## config.mk

```make
export PLATFORM = sky130hd
export DESIGN_NAME = spi_sram_ctrl
export DESIGN_NICKNAME = d
export VERILOG_FILES = /design/src/rtl/spi_sram_pkg.sv /design/src/rtl/spi_shift8.sv /design/src/rtl/spi_sram_ctrl.sv
export SDC_FILE = /design/constraint.sdc
export NUM_CORES = 1
export LEC_CHECK = 0
export ABC_AREA = 1
export BUFFER_PORTS_ARGS = -buffer_cell sky130_fd_sc_hd__buf_2
export CAP_MARGIN = 15
export CORE_ASPECT_RATIO = 0.7
export CORE_MARGIN = 2
export CORE_UTILIZATION = 62
export CTS_CLUSTER_DIAMETER = 60
export DETAILED_ROUTE_END_ITERATION = 16
export GPL_ROUTABILITY_DRIVEN = 0
export HOLD_SLACK_MARGIN = 0.12
export PLACE_DENSITY = 0.89
export SYNTH_ARGS = -nofsm -noshare
export SYNTH_HDL_FRONTEND = slang
export SYNTH_HIERARCHICAL = 1
export SYNTH_SLANG_ARGS = --single-unit
```

## constraint.sdc

```tcl
create_clock -name sck -period 2.2 [get_ports sck]
set_input_delay 0.44 -clock sck [delete_from_list [all_inputs] [get_ports sck]]
set_output_delay 0.44 -clock sck [all_outputs]
set_load 0.01 [all_outputs]
```

## src/rtl/spi_sram_pkg.sv

```systemverilog
// Shared types and defaults for the SPI-to-SRAM bridge.
package spi_sram_pkg;
  localparam int DEF_AW = 8;
  localparam int DEF_DW = 8;
  localparam logic [7:0] OP_WRITE = 8'h02;
  localparam logic [7:0] OP_READ  = 8'h03;

  typedef enum logic [2:0] {
    IDLE, CMD, ADDR, WR_DATA, RD_FETCH, RD_DATA, IGNORE
  } state_t;
endpackage

```

## src/rtl/spi_shift8.sv

```systemverilog
// Serial-in / parallel-load / serial-out shift register, MSB first.
module spi_shift8 #(
  parameter int W = 8
) (
  input  logic         clk,
  input  logic         rst_n,
  input  logic         ld,
  input  logic [W-1:0] d,
  input  logic         sh,
  input  logic         sin,
  output logic [W-1:0] q
);
  // parallel load wins over shift; shift moves toward the MSB
  always_ff @(posedge clk or negedge rst_n) begin
    if (!rst_n)  q <= '0;
    else if (ld) q <= d;
    else if (sh) q <= {q[W-2:0], sin};
  end
endmodule

```

## src/rtl/spi_sram_ctrl.sv

```systemverilog
// SPI slave bridging write (0x02) / read (0x03) bursts onto a simple SRAM port.
module spi_sram_ctrl #(
  parameter int         AW       = spi_sram_pkg::DEF_AW,
  parameter int         DW       = spi_sram_pkg::DEF_DW,
  parameter logic [7:0] OP_WRITE = spi_sram_pkg::OP_WRITE,
  parameter logic [7:0] OP_READ  = spi_sram_pkg::OP_READ
) (
  input  logic          sck,
  input  logic          rst,
  input  logic          cs_n,
  input  logic          sdi,
  output logic          sdo,
  output logic          lA,
  output logic          dA,
  output logic [AW-1:0] sram_addr,
  output logic [DW-1:0] sram_wdata,
  output logic          sram_we,
  output logic          sram_re,
  input  logic [DW-1:0] sram_rdata,
  output logic          busy
);
  import spi_sram_pkg::*;

  state_t        state, nstate;
  logic [2:0]    cnt;
  logic          rd_q;
  logic [DW-1:0] in_q, out_q, byte_in;
  logic          last, in_sh, out_sh;

  // byte completing on this edge: seven held bits plus the one being sampled
  assign byte_in = {in_q[DW-2:0], sdi};
  assign last    = (cnt == 3'd7);

  spi_shift8 #(.W(DW)) u_in (
    .clk(sck), .rst_n(rst), .ld(1'b0), .d('0), .sh(in_sh), .sin(sdi), .q(in_q)
  );

  // output byte loads whenever a read strobe is up, so bytes chain with no gap
  spi_shift8 #(.W(DW)) u_out (
    .clk(sck), .rst_n(rst), .ld(sram_re), .d(sram_rdata), .sh(out_sh), .sin(1'b0), .q(out_q)
  );

  // state register
  always_ff @(posedge sck or negedge rst) begin
    if (!rst) state <= IDLE;
    else      state <= nstate;
  end

  // next state and state-decoded outputs
  always_comb begin
    nstate  = state;
    sram_re = 1'b0;
    dA      = 1'b0;
    sdo     = 1'b0;
    in_sh   = 1'b0;
    out_sh  = 1'b0;
    busy    = (state != IDLE);
    case (state)
      IDLE:     begin nstate = CMD; in_sh = !cs_n; end
      CMD:      begin
                  in_sh = !cs_n;
                  if (last)
                    nstate = (byte_in == DW'(OP_WRITE) || byte_in == DW'(OP_READ)) ? ADDR : IGNORE;
                end
      ADDR:     begin in_sh = !cs_n; if (last) nstate = rd_q ? RD_FETCH : WR_DATA; end
      WR_DATA:  begin in_sh = !cs_n; dA = 1'b1; end
      RD_FETCH: begin sram_re = 1'b1; nstate = RD_DATA; end
      RD_DATA:  begin dA = 1'b1; sdo = out_q[DW-1]; out_sh = 1'b1; sram_re = last; end
      default:  nstate = state;
    endcase
    if (cs_n) nstate = IDLE;
  end

  // bit counter, address/data registers and SRAM write/latch strobes
  always_ff @(posedge sck or negedge rst) begin
    if (!rst) begin
      cnt        <= '0;
      rd_q       <= 1'b0;
      sram_addr  <= '0;
      sram_wdata <= '0;
      sram_we    <= 1'b0;
      lA         <= 1'b0;
    end else begin
      lA      <= 1'b0;
      sram_we <= 1'b0;
      if (cs_n) cnt <= '0;
      else if (state != RD_FETCH && state != IGNORE) cnt <= cnt + 3'd1;
      // a write pulse has just been seen by the SRAM: step to the next location
      if (sram_we) sram_addr <= sram_addr + AW'(1);
      if (!cs_n) begin
        case (state)
          CMD:     if (last) rd_q <= (byte_in == DW'(OP_READ));
          ADDR:    if (last) begin sram_addr <= AW'(byte_in); lA <= 1'b1; end
          WR_DATA: if (last) begin sram_wdata <= byte_in; sram_we <= 1'b1; end
          // step one cycle early so the next fetch lands on the byte's last bit
          RD_DATA: if (cnt == 3'd6) sram_addr <= sram_addr + AW'(1);
          default: ;
        endcase
      end
    end
  end
endmodule

```

==> reports/results.txt <==
Summed over all failing endpoints, the final setup total negative slack is 0 ns. Die outline area: 4478 sq um. The width of the die works out to 79.13 um.

The area growth from synthesis to layout was 13.69%; the count of mapped cells out of synthesis was 344. Beginning of the critical path: cnt[0]$_DFFE_PN0P_. Hold timing on the final database bottoms out at a slack of 0.1872 ns. The run gives 2 as the number of levels the H-tree was split into. TritonCTS built the clock tree. The via count of the first global-routing pass came out at 2125.

The leakage power total was 1.498 nW. The share of the clock period used by the worst path is 0.9425. Static timing analysis puts the maximum clock frequency at 482.3 MHz. The critical path startpoint category is a register.

The number of hold violations in the final report was 0. The library cell used most frequently in the layout, excluding fill and tap cells, is nand2_1. Kind of capture point of the worst setup path: an output port. The run finished with clean final reports. Setup violations remaining at the end of the flow were counted as 0. The total routing resource utilization after global routing is 0.2689, and the top-level I/O count is 34.

The worst-case IR drop observed on VDD is 672.3 uV. The tool flagged a number of max-cap violations equal to 0. The tools report the area of the mapped netlist as 2450 sq um.

Areal power density over the cells: 969.4 nW/um^2. For the first-pass iteration count of the detailed router, the log shows 6. The first global-routing pass estimated 9377 um of wire. Dividing the detail-routed wire length by the instance count gives 12.81 um. The die height came out at 56.59 um. Hold repair after CTS inserted 0 buffers.

Overall power consumption after layout is estimated at 2.700 mW. The logs give 0 for the number of antenna violations at the first check in global routing and 261 for the number of DRC markers in iteration 0. The count of nets left with antenna violations once routing finished came out at 0. After filler insertion, the fill cell instance count of the layout stands at 333.

The post-route DRC violation count is 0, and the relative slew slack is 0.5812. CTS buffer count: 5. The pin count of the biggest net entering global routing was 41; the transition time at the pin with the least slew margin was 0.6259 ns.

The number of max-slew violations in the final report was 0. The final layout net count is 401, and the count of clock tree sinks is 40. 0 antenna diodes ended up in the layout. The floorplan step defined a core boundary enclosing 3851 sq um.

Using the TritonRoute via totals, the vias-per-cell ratio works out to 5.427. The total overflow reported by the global router came out at 0. The minimum clock period was 2.074 ns; the largest fanout on the critical path was 14. The run gives 438 as the final cell count without fillers. The routed design has 5612 um of wire. After clock tree synthesis, the clock-pin slew on the worst setup and hold paths is 0.08 ns. The buffer depth of the longest clock path is 2, and the end-of-flow core utilization is 0.7232.

The worst path required time came out at 1.76 ns. The detailed router placed 2377 vias in this run. The share of final-layout standard cells stronger than drive strength 1 came out at 0.1788. Clock skew on the completed layout was measured at 0.01041 ns. The clock root buffer master was clkbuf_8. In this run the worst hold path is classified as input pin to asynchronous set/reset pin.

Port buffering added 33 buffers. In this run the critical register-to-register path is launched from cnt[0]$_DFFE_PN0P_. The detailed placement HPWL is 4004 um. Each instance of the synthesized netlist takes up on average 7.122 sq um. The clock reaches the later pin of the worst-skew pair after 0.30 ns. The critical path is of the register to output port type. Row generation in the floorplan step produced 19 rows.

For the total of warnings raised by yosys, the log shows 6. After detailed placement, the design holds a cell count of 430. Data arrives at the worst endpoint at 1.63 ns. Setup repair after global routing left no endpoint under its margin. The top cell types in the final layout, fill and taps aside, are nand2_1, nand3_1, dfrtp_1. For the effective utilization at floorplan, the log shows 0.6361.
[layer usage]
layer  vias up  routed length [um]  track usage
met5         -                   0            0
li1       1180                   -            -
met3         6                 371      0.05145
met4         0                  35      0.08128
met2       109                2559       0.3995
met1      1082                2646       0.4008
[final cells by class]
type,instances,area (sq um),share of cell area
clock inverter,1,30.03,0.01078
timing repair buffer,35,180.2,0.06469
inverter,41,153.9,0.05526
sequential,40,1001,0.3594
tap,52,65.06,0.02336
multi-input combinational,262,1259,0.4519
clock buffer,7,96.34,0.03459
[through the flow]
stage                     cell area, sq um  setup WS, ns
after floorplan                       2480        0.6076
after global placement                2646        0.3314
after detailed placement              2646        0.2840
after CTS                             2775       0.07073
after global routing                  2785       0.03565
final                                 2785        0.1265
[registers in the layout, summed over array words and instances (netlist names)]
name	flops
rd_q	1
lA	1
sram_we	1
u_out/q	8
state	3
sram_wdata	8
sram_addr	8
cnt	3
u_in/q	7
[where the power goes]
group	internal [mW]	switching, mW
registers	0.918	0.172
logic	0.342	0.604
clock network	0.400	0.264
[final timing paths]
path,endpoint,slack [ns],depth (start not counted)
min in group sck,u_out/q[0]$_DFFE_PN0P_,0.36,3
setup / recovery,sram_re,0.13,5
max in group asynchronous,sram_addr[2]$_DFF_PN0_,1.67,2
hold / removal,sram_wdata[7]$_DFFE_PN0P_,0.19,2
hold reg to reg,sram_wdata[7]$_DFFE_PN0P_,0.48,2
setup reg to reg,u_out/q[7]$_DFFE_PN0P_,0.43,8
[worst max-delay path: stages, from the launching register on]
cell and delay, ns:
dfrtp_1 0.39, ha_1 0.21, ha_4 0.22, inv_2 0.09, o22ai_1 0.24, buf_2 0.19
[repair_timing]
item,CTS,global route
buffers inserted,0,0
resized for setup,1,1
endpoints found under the setup margin,1,1
pin swaps,0,0
Power figures use the tool's default switching activity.
